`src/rtl/freq_gate_counter_if.sv`:
```
// Result and control bundle between the frequency gate counter and its neighbours.
// The master side is the counter; the slave side is the settle generator plus the display/UART consumer.
interface freq_gate_counter_if #(
  parameter int CNT_W = 32
);
  logic             settled;
  logic             sigIn;
  logic             resultAck;
  logic [CNT_W-1:0] resultCount;
  logic             resultValid;
  logic             overflow;
  logic             busy;

  modport master (
    input  settled, sigIn, resultAck,
    output resultCount, resultValid, overflow, busy
  );

  modport slave (
    output settled, sigIn, resultAck,
    input  resultCount, resultValid, overflow, busy
  );
endinterface

```
`src/rtl/freq_gate_counter.sv`:
```
// Opens one GATE_CYCLES window after settled rises, counts sigIn rising edges, and holds the result until acked.
// Define FREQ_GATE_CONTINUOUS_EN to re-arm on ack while settled stays high instead of needing a settled toggle.
module freq_gate_counter #(
  parameter int GATE_CYCLES = 50000000,
  parameter int CNT_W       = 32,
  parameter int GATE_W      = 26
) (
  input  logic                 sysClk,
  input  logic                 sysRst,
  freq_gate_counter_if.master  bus
);

  typedef enum logic [1:0] {IDLE, GATE, DONE, REARM} state_t;

  localparam logic [GATE_W-1:0] TIMER_LAST = GATE_W'(GATE_CYCLES - 1);

  state_t            state_q;
  logic              s1_q, s2_q, s3_q;
  logic [GATE_W-1:0] timer_q;
  logic [CNT_W-1:0]  cnt_q, cnt_d;
  logic              sat_q, sat_d;
  logic [CNT_W-1:0]  result_q;
  logic              ovf_q;
  logic              valid_q;
  logic              busy_q;
  logic              edge_w;
  logic              last_w;

  assign edge_w = s2_q & ~s3_q;
  assign last_w = (timer_q == TIMER_LAST);

  // Saturating edge count; an edge arriving at all-ones only raises the flag.
  always_comb begin
    cnt_d = cnt_q;
    sat_d = sat_q;
    if (edge_w) begin
      if (&cnt_q) sat_d = 1'b1;
      else        cnt_d = cnt_q + CNT_W'(1);
    end
  end

  always_ff @(posedge sysClk or posedge sysRst) begin
    if (sysRst) begin
      state_q  <= IDLE;
      s1_q     <= 1'b0;
      s2_q     <= 1'b0;
      s3_q     <= 1'b0;
      timer_q  <= '0;
      cnt_q    <= '0;
      sat_q    <= 1'b0;
      result_q <= '0;
      ovf_q    <= 1'b0;
      valid_q  <= 1'b0;
      busy_q   <= 1'b0;
    end else begin
      s1_q <= bus.sigIn;
      s2_q <= s1_q;
      s3_q <= s2_q;

      if (bus.resultAck && valid_q) valid_q <= 1'b0;

      unique case (state_q)
        IDLE: begin
          if (bus.settled && !valid_q) begin
            timer_q <= '0;
            cnt_q   <= '0;
            sat_q   <= 1'b0;
            busy_q  <= 1'b1;
            state_q <= GATE;
          end
        end
        GATE: begin
          if (!bus.settled) begin
            busy_q  <= 1'b0;
            state_q <= IDLE;
          end else begin
            cnt_q <= cnt_d;
            sat_q <= sat_d;
            if (last_w) begin
              busy_q  <= 1'b0;
              state_q <= DONE;
            end else begin
              timer_q <= timer_q + GATE_W'(1);
            end
          end
        end
        DONE: begin
          // Placed after the ack clear so a coincident ack cannot drop the new result.
          result_q <= cnt_q;
          ovf_q    <= sat_q;
          valid_q  <= 1'b1;
`ifdef FREQ_GATE_CONTINUOUS_EN
          state_q  <= IDLE;
`else
          state_q  <= REARM;
`endif
        end
        REARM: begin
          if (!bus.settled) state_q <= IDLE;
        end
        default: state_q <= IDLE;
      endcase
    end
  end

  assign bus.resultCount = result_q;
  assign bus.resultValid = valid_q;
  assign bus.overflow    = ovf_q;
  assign bus.busy        = busy_q;

endmodule
```
`src/flat_wrapper.sv`:
```
// flat-port wrapper written by rule: the top's interface ports become plain ports
module freq_gate_counter_flat 
#(
  parameter int GATE_CYCLES = 50000000,
  parameter int CNT_W       = 32,
  parameter int GATE_W      = 26
)
  (sysClk, sysRst, bus_settled, bus_sigIn, bus_resultAck, bus_resultCount, bus_resultValid, bus_overflow, bus_busy);
  freq_gate_counter_if #(.CNT_W(CNT_W)) bus_i ();
  input  logic sysClk;
  input  logic sysRst;
  input wire logic [$bits(bus_i.settled)-1:0] bus_settled;
  input wire logic [$bits(bus_i.sigIn)-1:0] bus_sigIn;
  input wire logic [$bits(bus_i.resultAck)-1:0] bus_resultAck;
  output wire logic [$bits(bus_i.resultCount)-1:0] bus_resultCount;
  output wire logic [$bits(bus_i.resultValid)-1:0] bus_resultValid;
  output wire logic [$bits(bus_i.overflow)-1:0] bus_overflow;
  output wire logic [$bits(bus_i.busy)-1:0] bus_busy;
  assign bus_i.settled = bus_settled;
  assign bus_i.sigIn = bus_sigIn;
  assign bus_i.resultAck = bus_resultAck;
  assign bus_resultCount = bus_i.resultCount;
  assign bus_resultValid = bus_i.resultValid;
  assign bus_overflow = bus_i.overflow;
  assign bus_busy = bus_i.busy;
  freq_gate_counter #(.GATE_CYCLES(GATE_CYCLES), .CNT_W(CNT_W), .GATE_W(GATE_W)) u_core (.sysClk(sysClk), .sysRst(sysRst), .bus(bus_i));
endmodule
```
`config.mk`:
```
export PLATFORM = sky130hd
export DESIGN_NAME = freq_gate_counter_flat
export DESIGN_NICKNAME = d
export VERILOG_FILES = /design/src/rtl/freq_gate_counter_if.sv /design/src/rtl/freq_gate_counter.sv /design/src/flat_wrapper.sv
export SDC_FILE = /design/constraint.sdc
export NUM_CORES = 1
export LEC_CHECK = 0
export CAP_MARGIN = 15
export CORE_MARGIN = 10
export CORE_UTILIZATION = 53
export DETAILED_ROUTE_END_ITERATION = 10
export PLACE_DENSITY_LB_ADDON = 0.2
export SYNTH_ARGS = -nofsm -noshare
export SYNTH_HDL_FRONTEND = slang
export SYNTH_SLANG_ARGS = --single-unit
```
`constraint.sdc`:
```
create_clock -name sysClk -period 3.1 [get_ports sysClk]
set_input_delay 0.465 -clock sysClk [delete_from_list [all_inputs] [get_ports sysClk]]
set_output_delay 0.465 -clock sysClk [all_outputs]
set_load 0.02 [all_outputs]
```
== Word level (Yosys, flattened, before mapping) ==
Cells that the tools add are included.

* $add $sub $neg: 2
* $mul: 0
* Div/mod/pow operators: 0
* $lt $le $gt $ge: 0
* Eq/ne operators: 12
* Shift-type cells: 0
* Mux-type cells: 25
* Bitwise logic cells: 2
* Reduce and logical (&&, ||, !) cells: 12

{| class="wikitable"
|+ Operators with widths
! operator !! number
|-
| 32-bit 2-to-1 mux || 4
|-
| 26-bit 2-to-1 mux || 3
|-
| 32-bit one-hot mux with 2 select lines || 1
|-
| 26-bit one-hot mux with 2 select lines || 1
|-
| 32-bit by 1-bit adder with 32-bit output, second input constant || 1
|-
| 32-bit AND reduction || 1
|-
| 26-bit by 1-bit adder with 26-bit output, second input constant || 1
|-
| 26-bit == test, second input constant || 1
|-
| 5-bit AND reduction || 2
|-
| 1-bit 2-to-1 mux || 9
|-
| 2-bit 2-to-1 mux || 4
|-
| 2-bit != test, second input constant || 4
|-
| 2-bit one-hot mux with 4 select lines || 1
|-
| 2-bit by 1-bit != test with 1-bit output, second input constant || 3
|-
| 3-bit AND reduction || 2
|-
| 2-bit == test, second input constant || 2
|-
| 1-bit one-hot mux with 2 select lines || 2
|-
| 4-bit AND reduction || 1
|-
| 2-bit nonzero test || 2
|-
| 3-bit by 2-bit != test with 1-bit output, second input constant || 1
|-
| 2-bit by 1-bit == test with 1-bit output, second input constant || 1
|-
| 1-bit logical AND || 2
|-
| 2-bit zero test || 1
|-
| 1-bit AND || 1
|-
| 2 further kinds || 2
|}

* Flip-flop bits (word level): 99
* Latch bits: 0
* Bits in writable memories: 0
* Bits in read-only memories: 0
* Input port bits: 5
* Output and inout port bits: 35
* Logic and storage cells: 64
* Memories kept: 0

== Logic depth before layout (Yosys ltp) ==
Gate-level depths: netlist of run 1.

* Depth in word-level cells: 5
* Gate-level depth with buffers: 9
* Depth with buffers taken out: 6

== Least setup slack after synthesis of run 1 ==
Ideal clock, no wire load.

* Kind: register -> register
* Start point: reg u_core.cnt_q[0]
* End point: reg u_core.cnt_q[0]
* Library setup time: 125 ps
* Arrival: 2076 ps
* Data required time: 2975 ps
* Slack: 899 ps
* Stages on the path, launching flop included: 8
* Path buffers: 1
* Period minus slack after synthesis: 2201 ps
* Cell sequence: dfrtp_1 -> ha_1 -> nand3_2 -> or4_4 -> o31ai_4 -> buf_6 -> nor2_1 -> mux2_2

* Cells in the longest elaborated chain, start to end: 5
* Elaborated cells on any way between the ends: 8
* Classes of those cells: add/sub (1); eq/ne (1); mux (4); reduce/logical (2)

{| class="wikitable"
|+ RTL lines
! what !! RTL line !! RTL
|-
| start, declared || freq_gate_counter.sv:20 || <nowiki>logic [CNT_W-1:0] cnt_q, cnt_d;</nowiki>
|-
| start signal, assigned || freq_gate_counter.sv:77 || <nowiki>cnt_q <= cnt_d;</nowiki>
|-
| 32-bit by 1-bit adder with 32-bit output || freq_gate_counter.sv:38 || <nowiki>else cnt_d = cnt_q + CNT_W'(1);</nowiki>
|-
| 32-bit 2-to-1 mux || freq_gate_counter.sv:37 || <nowiki>if (&cnt_q) sat_d = 1'b1;</nowiki>
|-
| 32-bit 2-to-1 mux || freq_gate_counter.sv:36 || <nowiki>if (edge_w) begin</nowiki>
|-
| 32-bit 2-to-1 mux || freq_gate_counter.sv:73 || <nowiki>if (!bus.settled) begin</nowiki>
|-
| 32-bit one-hot mux with 2 select lines || freq_gate_counter.sv:62 || <nowiki>unique case (state_q)</nowiki>
|}

Several ways; a longest one is shown, not always the timed one. The select of a mux whose other input is x is not followed.
A chain may end at the register's enable or synchronous reset.

== Final worst setup path of run 1 ==
Ends and elaborated chain as after synthesis.

==> metrics, run 1 <==
layout cell share with drive strength beyond 1=14.86%; Core Rows=35; Clk network pwr share=29.4%; WL per Instance=18.22 um; Critical Path RT=3.37 ns; Initial Util=54.35%; P&R area growth vs syn=13.94%; post-CTS setup buffer count=0; Final Hold Vio Count=0; Post-synth top cells=99 x dfrtp_1, 35 x mux2_2, 30 x nand2_1, 30 x nand3_1, 27 x a21oi_1; PwrDens=483.4 mW/mm2; Synth Flop Type=dfrtp_1; Flop pwr share=53.0%; Clock transition at path regs=0.11 ns; Synth area leaders=dfrtp_1 50%, mux2_2 7.9%, nand3_1 3.0%; Met1 Wirelength=5141 um; # H-tree levels=3; Hold/Removal Path Class=register to register; WS Path Type=register to register; Remaining Overflow, GRT=0; nets=527; Die ar.=0.01372 mm2; dpl hpwl=7956 um; Top Metal Used=met4; TritonRoute pass-1 iters=6; status=completed; Clock Tree Root=clkbuf_8; crit-path max FO=12; vias in the first global route=3,989; largest net degree at the start of global routing=69; max-cap violation count=0; Sink Count=99; mapped cell area=0.004999 mm2; initial drt markers=398; Worst Setup Start Kind=register; final setup margin=0.4626 ns; CTS tree=yes; post-synth cell types=56; WL met3=821 um; syn_area_per_cell=10.31 um2; GRT Resource Usage Total=17.73%; Layout Utilization=61.93%; post-synthesis register bit count=99; Max Root-Sink Buffers=2; Seq/Total Area, Yosys=49.56%; IO buf count=39; cell count after synthesis=485; DR vias/cell=6.519; fmax=379.2 MHz; async set-reset flop share out of synthesis=100.0%; via total after detailed routing=4,146; die height=117.1 um; Net Sw Frac=30.42%; Syn Nets=492; pre-CTS WS=0.4625 ns; Clock Latency Late Sink=0.38 ns; endpoints failing setup=0; setup TNS=0 ns; Logic pwr share=17.6%; top-count cell post-synth=dfrtp_1; antenna violations before repair=0; Ports=40; DR DRC count=0; Slew @ Worst Pin=1.083 ns; RSZ-0062 raised after global routing=false; Final period util=85.08%; Total Wirelength=11,590 um; post-CTS resize count=0; clock skew=0.01350 ns; CTS Hold Bufs=0; die width=117.1 um; WL met2=5462 um; ant diodes=0; share of the synthesized area in the top cell type=49.56%; Peak VDD IR=254.9 uV; EDFF count, synth=0; Num CTS Buffers=9; Sw Pwr=0.0008374 W; Worst EP arrival=2.91 ns; total core area=0.009196 mm2; leakage=2.290 nW; Tmin final=2.637 ns; endpoint type of the worst setup path=register; GP Congestion=0.8933; yosys warns=0; largest area contributor in the netlist=dfrtp_1; Power Internal=0.001916 W; max_slew headroom=27.33%; post-route ant nets=0; Final Max Tran Viols=0; first-pass GRT wire length=19,640 um
==> cell type report <==
class                           instances  area (um2)
Fill cell                             774        3501
Sequential cell                        99        2477
Multi-Input combinational cell        342        2332
Timing Repair Buffer                   52       500.5
Tap cell                              111       138.9
Clock buffer                           10       137.6
Inverter                               16       62.56
Clock inverter                          6       46.29
==> cell families (layout without fill, tap and decap cells) <==
| kind of cell | Yosys count | in the layout | synth area share [%] |
|---|---|---|---|
| DFF | 99 | 99 | 49.56 |
| buffers and inverters | 44 | 84 | 4.030 |
| and+or+nand+nor | 176 | 176 | 20.10 |
| xor gates and xnor gates | 5 | 5 | 0.8763 |
| adders and majority gates | 2 | 2 | 0.5005 |
| muxes | 36 | 36 | 8.085 |
| AOI/OAI and AO/OA | 123 | 123 | 16.85 |
==> worst paths after layout <==
| check | startpoint | to | slack (ns) | cells past startpoint |
|---|---|---|---|---|
| max | u_core.cnt_q[0] | u_core.cnt_q[0] | 0.46 | 6 |
| max in group asynchronous | sysRst | u_core.cnt_q[20] | 1.98 | 3 |
| min in group asynchronous | sysRst | u_core.timer_q[14] | 0.43 | 2 |
| min reg2reg | u_core.s1_q | u_core.s2_q | 0.36 | 0 |
| max reg2reg | u_core.cnt_q[0] | u_core.cnt_q[0] | 0.46 | 6 |
| min | u_core.s1_q | u_core.s2_q | 0.36 | 0 |
==> critical path: stages, from the launching register on <==
cell and delay, ns:
dfrtp_1 0.44, ha_1 0.24, nand3_2 0.18, or4_4 0.62, o31ai_4 0.49, nor2_1 0.25, mux2_2 0.32
==> routing by layer <==
metal | vias up | track usage (%)
li1 | 1932 | -
met1 | 2045 | 23.94
met2 | 152 | 27.33
met3 | 17 | 4.791
met4 | 0 | 5.189
met5 | - | 0
==> cells in the final DEF, fill, tap and decap left out, types with 10 or more instances in the layout <==
| cell type | instances |
|---|---|
| buf_4 | 12 |
| nor2_1 | 19 |
| inv_1 | 15 |
| nor4_1 | 12 |
| clkdlybuf4s50_1 | 39 |
| o31ai_1 | 15 |
| dfrtp_1 | 99 |
| or4_1 | 17 |
| nand4_1 | 19 |
| mux2_2 | 35 |
| a31oi_1 | 20 |
| a21oi_1 | 27 |
| nand2_1 | 30 |
| o21ai_0 | 13 |
| nand3_1 | 30 |
| clkbuf_8 | 10 |
==> per-stage QoR <==
step / power, W / std cells / instance area [um2] / hold slack, ns
floorplan: 0.001775 / 485 / 4999 / 0.3312
CTS: 0.002774 / 636 / 5695 / 0.3582
global route: 0.002882 / 636 / 5695 / 0.3703
finish: 0.002753 / 636 / 5695 / 0.3557
global placement: 0.001958 / 620 / 5512 / 0.3367
detailed placement: 0.001973 / 620 / 5512 / 0.3347
==> power groups by stage <==
stage / Combinational [W] / Clock (W) / Sequential, W
6_report: 0.000485 / 0.000809 / 0.00146
5_1_grt: 0.000536 / 0.000871 / 0.00148
4_1_cts: 0.000491 / 0.000824 / 0.00146
3_5_place_dp: 0.000490 / 0 / 0.00148
3_3_place_gp: 0.000478 / 0 / 0.00148
2_1_floorplan: 0.000250 / 0 / 0.00152
No activity file was read; power rests on OpenSTA's default activity.
==> run 2, diff against run 1 <==
--- a/config.mk
+++ b/config.mk
@@ -13,3 +13,4 @@
 export SYNTH_ARGS = -nofsm -noshare
 export SYNTH_HDL_FRONTEND = slang
 export SYNTH_SLANG_ARGS = --single-unit
+export TNS_END_PERCENT = 1
==> results of run 2 <==
Same layout as run 1: the final DEF is identical, and so are final timing and power.
